`config.mk`:
```
export PLATFORM = sky130hd
export DESIGN_NAME = fetch_stage
export DESIGN_NICKNAME = d
export VERILOG_FILES = /design/src/rtl/fetch_stage.sv
export SDC_FILE = /design/constraint.sdc
export NUM_CORES = 1
export LEC_CHECK = 0
export ABC_AREA = 1
export BUFFER_PORTS_ARGS = -buffer_cell sky130_fd_sc_hd__buf_4
export CAP_MARGIN = 0
export CORE_MARGIN = 4
export CORE_UTILIZATION = 53
export CTS_CLUSTER_DIAMETER = 100
export DETAILED_ROUTE_END_ITERATION = 16
export MAX_ROUTING_LAYER = met4
export PLACE_DENSITY_LB_ADDON = 0.15
export SYNTH_ARGS = -nofsm -noshare
export SYNTH_HDL_FRONTEND = slang
export SYNTH_SLANG_ARGS = --single-unit
export TNS_END_PERCENT = 1
```
`constraint.sdc`:
```
create_clock -name Clk -period 1.9 [get_ports Clk]
set_input_delay 0.38 -clock Clk [delete_from_list [all_inputs] [get_ports Clk]]
set_output_delay 0.38 -clock Clk [all_outputs]
set_load 0.03 [all_outputs]
```
`src/rtl/fetch_stage.sv`:
```
// Instruction-fetch stage: issues imem requests for PC and loads the IF/ID register.
// Latency: fetched word appears in IF/ID on the same edge that PC advances (zero added).
// Backpressure: Stall parks an accepted word in a one-entry hold buffer; Flush bubbles IF/ID.
module fetch_stage #(
   parameter logic [31:0] NOP_INSTR = 32'h0000_0000
) (
   input  logic        Clk,
   input  logic        Rst,
   input  logic [31:0] PC,
   input  logic        Stall,
   input  logic        Flush,
   input  logic        ImemReady,
   input  logic [31:0] ImemData,
   output logic        ImemReq,
   output logic [31:0] ImemAddr,
   output logic        PCWrite,
   output logic [31:0] IFID_Instr,
   output logic [31:0] IFID_PCPlus4,
   output logic        IFID_Valid
);

   // FETCH: a request is outstanding for PC. HOLD: an accepted word waits in the buffer.
   typedef enum logic {
      ST_FETCH = 1'b0,
      ST_HOLD  = 1'b1
   } state_t;

   // What the IF/ID register does at the next edge.
   typedef enum logic [1:0] {
      IFID_KEEP   = 2'd0,
      IFID_MEM    = 2'd1,
      IFID_BUF    = 2'd2,
      IFID_BUBBLE = 2'd3
   } ifid_op_t;

   state_t      r_state;
   state_t      w_state_nxt;
   ifid_op_t    w_ifid_op;
   logic        w_buf_load;
   logic        w_buf_clr;
   logic        w_pcwrite;
   logic        w_imem_req;
   logic [31:0] w_pc_plus4;

   logic [31:0] r_buf_instr;
   logic [31:0] r_buf_pcplus4;
   logic [31:0] r_ifid_instr;
   logic [31:0] r_ifid_pcplus4;
   logic        r_ifid_valid;

   // PC+4 wraps modulo 2^32; no alignment check is made here.
   assign w_pc_plus4 = PC + 32'd4;

   // Address follows PC directly so the request is valid in the same cycle as PC.
   assign ImemAddr = PC;

   // Reset forces the handshake and PC-advance outputs low regardless of state.
   assign ImemReq = w_imem_req & ~Rst;
   assign PCWrite = w_pcwrite & ~Rst;

   assign IFID_Instr   = r_ifid_instr;
   assign IFID_PCPlus4 = r_ifid_pcplus4;
   assign IFID_Valid   = r_ifid_valid;

   // State register.
   always_ff @(posedge Clk) begin
      if (Rst) begin
         r_state <= ST_FETCH;
      end else begin
         r_state <= w_state_nxt;
      end
   end

   // Next-state, IF/ID action and PC-advance decode; Flush outranks Stall and ImemReady.
   always_comb begin
      w_state_nxt = r_state;
      w_ifid_op   = IFID_KEEP;
      w_buf_load  = 1'b0;
      w_buf_clr   = 1'b0;
      w_pcwrite   = 1'b0;
      w_imem_req  = 1'b0;
      case (r_state)
         ST_FETCH: begin
            w_imem_req = 1'b1;
            if (Flush) begin
               // Branch path owns the PC this cycle; the in-flight word is dropped.
               w_ifid_op = IFID_BUBBLE;
            end else if (ImemReady && !Stall) begin
               w_ifid_op = IFID_MEM;
               w_pcwrite = 1'b1;
            end else if (ImemReady && Stall) begin
               // Memory already handed us the word; park it rather than re-fetch.
               w_buf_load  = 1'b1;
               w_state_nxt = ST_HOLD;
            end else if (!Stall) begin
               // Memory wait with decode free: feed a bubble, keep requesting same PC.
               w_ifid_op = IFID_BUBBLE;
            end
         end
         ST_HOLD: begin
            // No new request while the buffer is occupied.
            if (Flush) begin
               w_buf_clr   = 1'b1;
               w_ifid_op   = IFID_BUBBLE;
               w_state_nxt = ST_FETCH;
            end else if (!Stall) begin
               // PC advances now, so the next FETCH requests the following address.
               w_ifid_op   = IFID_BUF;
               w_pcwrite   = 1'b1;
               w_state_nxt = ST_FETCH;
            end
         end
         default: begin
            w_ifid_op   = IFID_BUBBLE;
            w_state_nxt = ST_FETCH;
         end
      endcase
   end

   // One-entry hold buffer for a word accepted while decode was stalled.
   always_ff @(posedge Clk) begin
      if (Rst || w_buf_clr) begin
         r_buf_instr   <= NOP_INSTR;
         r_buf_pcplus4 <= 32'd0;
      end else if (w_buf_load) begin
         r_buf_instr   <= ImemData;
         r_buf_pcplus4 <= w_pc_plus4;
      end
   end

   // IF/ID pipeline register.
   always_ff @(posedge Clk) begin
      if (Rst) begin
         r_ifid_instr   <= NOP_INSTR;
         r_ifid_pcplus4 <= 32'd0;
         r_ifid_valid   <= 1'b0;
      end else begin
         case (w_ifid_op)
            IFID_MEM: begin
               r_ifid_instr   <= ImemData;
               r_ifid_pcplus4 <= w_pc_plus4;
               r_ifid_valid   <= 1'b1;
            end
            IFID_BUF: begin
               r_ifid_instr   <= r_buf_instr;
               r_ifid_pcplus4 <= r_buf_pcplus4;
               r_ifid_valid   <= 1'b1;
            end
            IFID_BUBBLE: begin
               r_ifid_instr   <= NOP_INSTR;
               r_ifid_pcplus4 <= 32'd0;
               r_ifid_valid   <= 1'b0;
            end
            default: begin
               r_ifid_instr   <= r_ifid_instr;
               r_ifid_pcplus4 <= r_ifid_pcplus4;
               r_ifid_valid   <= r_ifid_valid;
            end
         endcase
      end
   end

endmodule
```
==> flow_metrics.env <==
export IMPL_status="completed"
export IMPL_synth_edf_count=0
export IMPL_antenna_cells=0
export IMPL_final_min_clock_period_ps=1750
export IMPL_clockBufferDepth=2
export IMPL_endpoint="PCWrite"
export IMPL_setup_worst_path_end_class="primary output"
export IMPL_vias=6155
export IMPL_hold_path_class="in2reg"
export IMPL_hold_viol=0
export IMPL_grt_max_degree=47
export IMPL_cts_resized=0
export IMPL_final_cell_mix="nand2_1 (279), buf_4 (179), dfxtp_1 (130)"
export IMPL_synth_top_cell_by_area="dfxtp_1"
export IMPL_clk_transition_reported_paths_ps=50
export IMPL_dpl_instance_area_um2=7460
export IMPL_wl_per_cell_um=13.8
export IMPL_synth_top_flop_cell="dfxtp_1"
export IMPL_skew_ps=5.69
export IMPL_dpl_hpwl_um=11500
export IMPL_grt_overflow_total=0
export IMPL_max_vdd_ir_drop_uv=742
export IMPL_ys_warnings_count=0
export IMPL_cts_made_buffers=17
export IMPL_fin_crit_sh_pct=92.2
export IMPL_post_route_util_pct=69.9
export IMPL_ys_ff_latch=130
export IMPL_clockRootBuffer="clkbuf_16"
export IMPL_relSlewSlack_pct=70.2
export IMPL_cts_tree="yes"
export IMPL_die_w_um=117
export IMPL_synth_top_cells_by_area="dfxtp_1 (41%), nand2_1 (17%), inv_1 (7.3%)"
export IMPL_rrSetupSlack_ps=370
export IMPL_fillers=1001
export IMPL_worstPathMaxFanout=4
export IMPL_netlist_instances=950
export IMPL_grt_antenna_before_repair=0
export IMPL_worstPathRequired_ps=1520
export IMPL_p_per_area_nw_per_um2=855
export IMPL_gp_congestion=0.844
export IMPL_maxCapViolations=0
export IMPL_die_h_um=117
export IMPL_ys_types=29
export IMPL_syn_to_final_growth_pct=27.5
export IMPL_wl_um=17000
export IMPL_synth_net_count=1020
export IMPL_synth_area_per_cell_um2=6.64
export IMPL_cp_data_arrival_time_ps=1370
export IMPL_insertion_delay_ps=420
export IMPL_yosysSeqAreaShare_pct=41.2
export IMPL_fp_row_count=39
export IMPL_drtIter0Drc=578
export IMPL_final_common_cell="nand2_1"
export IMPL_drv_slew=0
export IMPL_startpoint_type="flip-flop"
export IMPL_p_leak_nw=4.03
export IMPL_initial_utilization_pct=54.8
export IMPL_cp_startpoint="r_state$_SDFF_PP0_"
export IMPL_crit_type="reg2out"
export IMPL_numClockSinks=130
export IMPL_drive_gt1_share_pct=21.6
export IMPL_cts_setup_buffers=0
export IMPL_dieArea_um2=13700
export IMPL_viasPerCell=5.00
export IMPL_tightestPinTransition_ps=448
export IMPL_grt_pass1_wl_um=27500
export IMPL_hold_start="PC[2]"
export IMPL_rsz0062_at_grt="false"
export IMPL_finalNetCount=1145
export IMPL_setup_violations_final=0
export IMPL_postLayoutCellArea_um2=8040
export IMPL_r2r_start="r_state$_SDFF_PP0_"
export IMPL_ctsHoldBuffers=0
export IMPL_first_global_vias=5673
export IMPL_firstDrtPassIters=7
export IMPL_r2r_cells=8
export IMPL_timing_fmax_ghz=0.571
export IMPL_grt_use_total_pct=26.2
export IMPL_synth_async_reset_ratio_pct=0
export IMPL_synth_top_area_share_pct=41.2
export IMPL_htree_levels=4
export IMPL_drc=0
export IMPL_r2r_end="r_buf_pcplus4[16]$_SDFFE_PP0P_"
export IMPL_coreArea_um2=11500
export IMPL_whs_ps=176
export IMPL_ant_nets=0
export IMPL_ioPinCount=168
export IMPL_numPortBuffers=167
export IMPL_synth_area_um2=6310
export IMPL_finalSetupTns_ps=0
[routing by layer]
metal / track usage [%] / routed length, um / vias up
met5: - / 0 / -
met4: 8.56 / 316 / 0
met3: 6.53 / 1400 / 28
met2: 40.1 / 7610 / 242
met1: 34.0 / 7650 / 2740
li1: - / - / 3145
[worst min-delay path by stage]
stage	to	depth (start not counted)	slack [ps]
finish	r_buf_pcplus4[2]$_SDFFE_PP0P_	2	180
global placement	IFID_Valid$_SDFFE_PP0P_	1	470
CTS	r_buf_pcplus4[2]$_SDFFE_PP0P_	2	170
global route	r_buf_pcplus4[2]$_SDFFE_PP0P_	2	170
floorplan	IFID_PCPlus4[5]$_SDFFE_PP0P_	2	460
detailed placement	IFID_Valid$_SDFFE_PP0P_	1	480
[kinds of logic (layout without fill, tap and decap cells)]
| family | Yosys count | count (layout) | synth area share (%) |
|---|---|---|---|
| flip-flops | 130 | 130 | 41.2 |
| XOR/XNOR | 15 | 15 | 2.32 |
| AO/OA/AOI/OAI | 144 | 144 | 12.1 |
| AND/OR/NAND/NOR | 458 | 458 | 29.7 |
| adder cells (fa/ha/maj) | 1 | 1 | 0.198 |
| buffers and inverters | 202 | 340 | 14.4 |
[registers in the layout (all words and copies together), names as in the netlist]
signal	cells
IFID_Instr	32
IFID_PCPlus4	32
r_buf_instr	32
r_buf_pcplus4	32
IFID_Valid	1
r_state	1
[cell usage after synthesis, types with 3 or more instances]
library cell / count
a21oi_1: 44
a22o_1: 3
a31oi_1: 6
buf_2: 17
buf_4: 35
clkbuf_1: 24
dfxtp_1: 130
inv_1: 123
inv_2: 3
nand2_1: 279
nand2_2: 3
nand3_1: 46
nand3b_1: 4
nor2_1: 112
nor2_4: 7
o211ai_1: 5
o21ai_0: 80
xnor2_1: 6
xor2_1: 7
[metrics by stage]
stage	std cells	setup slack, ps	power [W]
finish	1231	149	0.00688
floorplan	950	257	0.00342
detailed placement	1199	188	0.00374
global placement	1199	212	0.00373
global route	1231	85.7	0.00715
CTS	1231	153	0.00692
[worst max-delay path: stages, from the launching register on]
cell	delay (ps)
dfxtp_1	390
o21ai_0	140
nor3_1	220
buf_4	210
[power breakdown]
group          switching (W)  internal, W
clock                0.00117      0.00202
combinational       0.000515     0.000301
sequential         0.0000454      0.00283
total                0.00173      0.00515
[final cells by class]
type / instances / area [um^2] / share of cell area (%)
clock inverter: 10 / 108 / 1.34
tap: 143 / 179 / 2.22
timing repair buffer: 182 / 1400 / 17.5
clock buffer: 22 / 474 / 5.90
sequential: 130 / 2600 / 32.4
multi-input combinational: 618 / 2800 / 34.9
inverter: 126 / 473 / 5.88
Note: power is estimated with default switching activity, not from simulation.
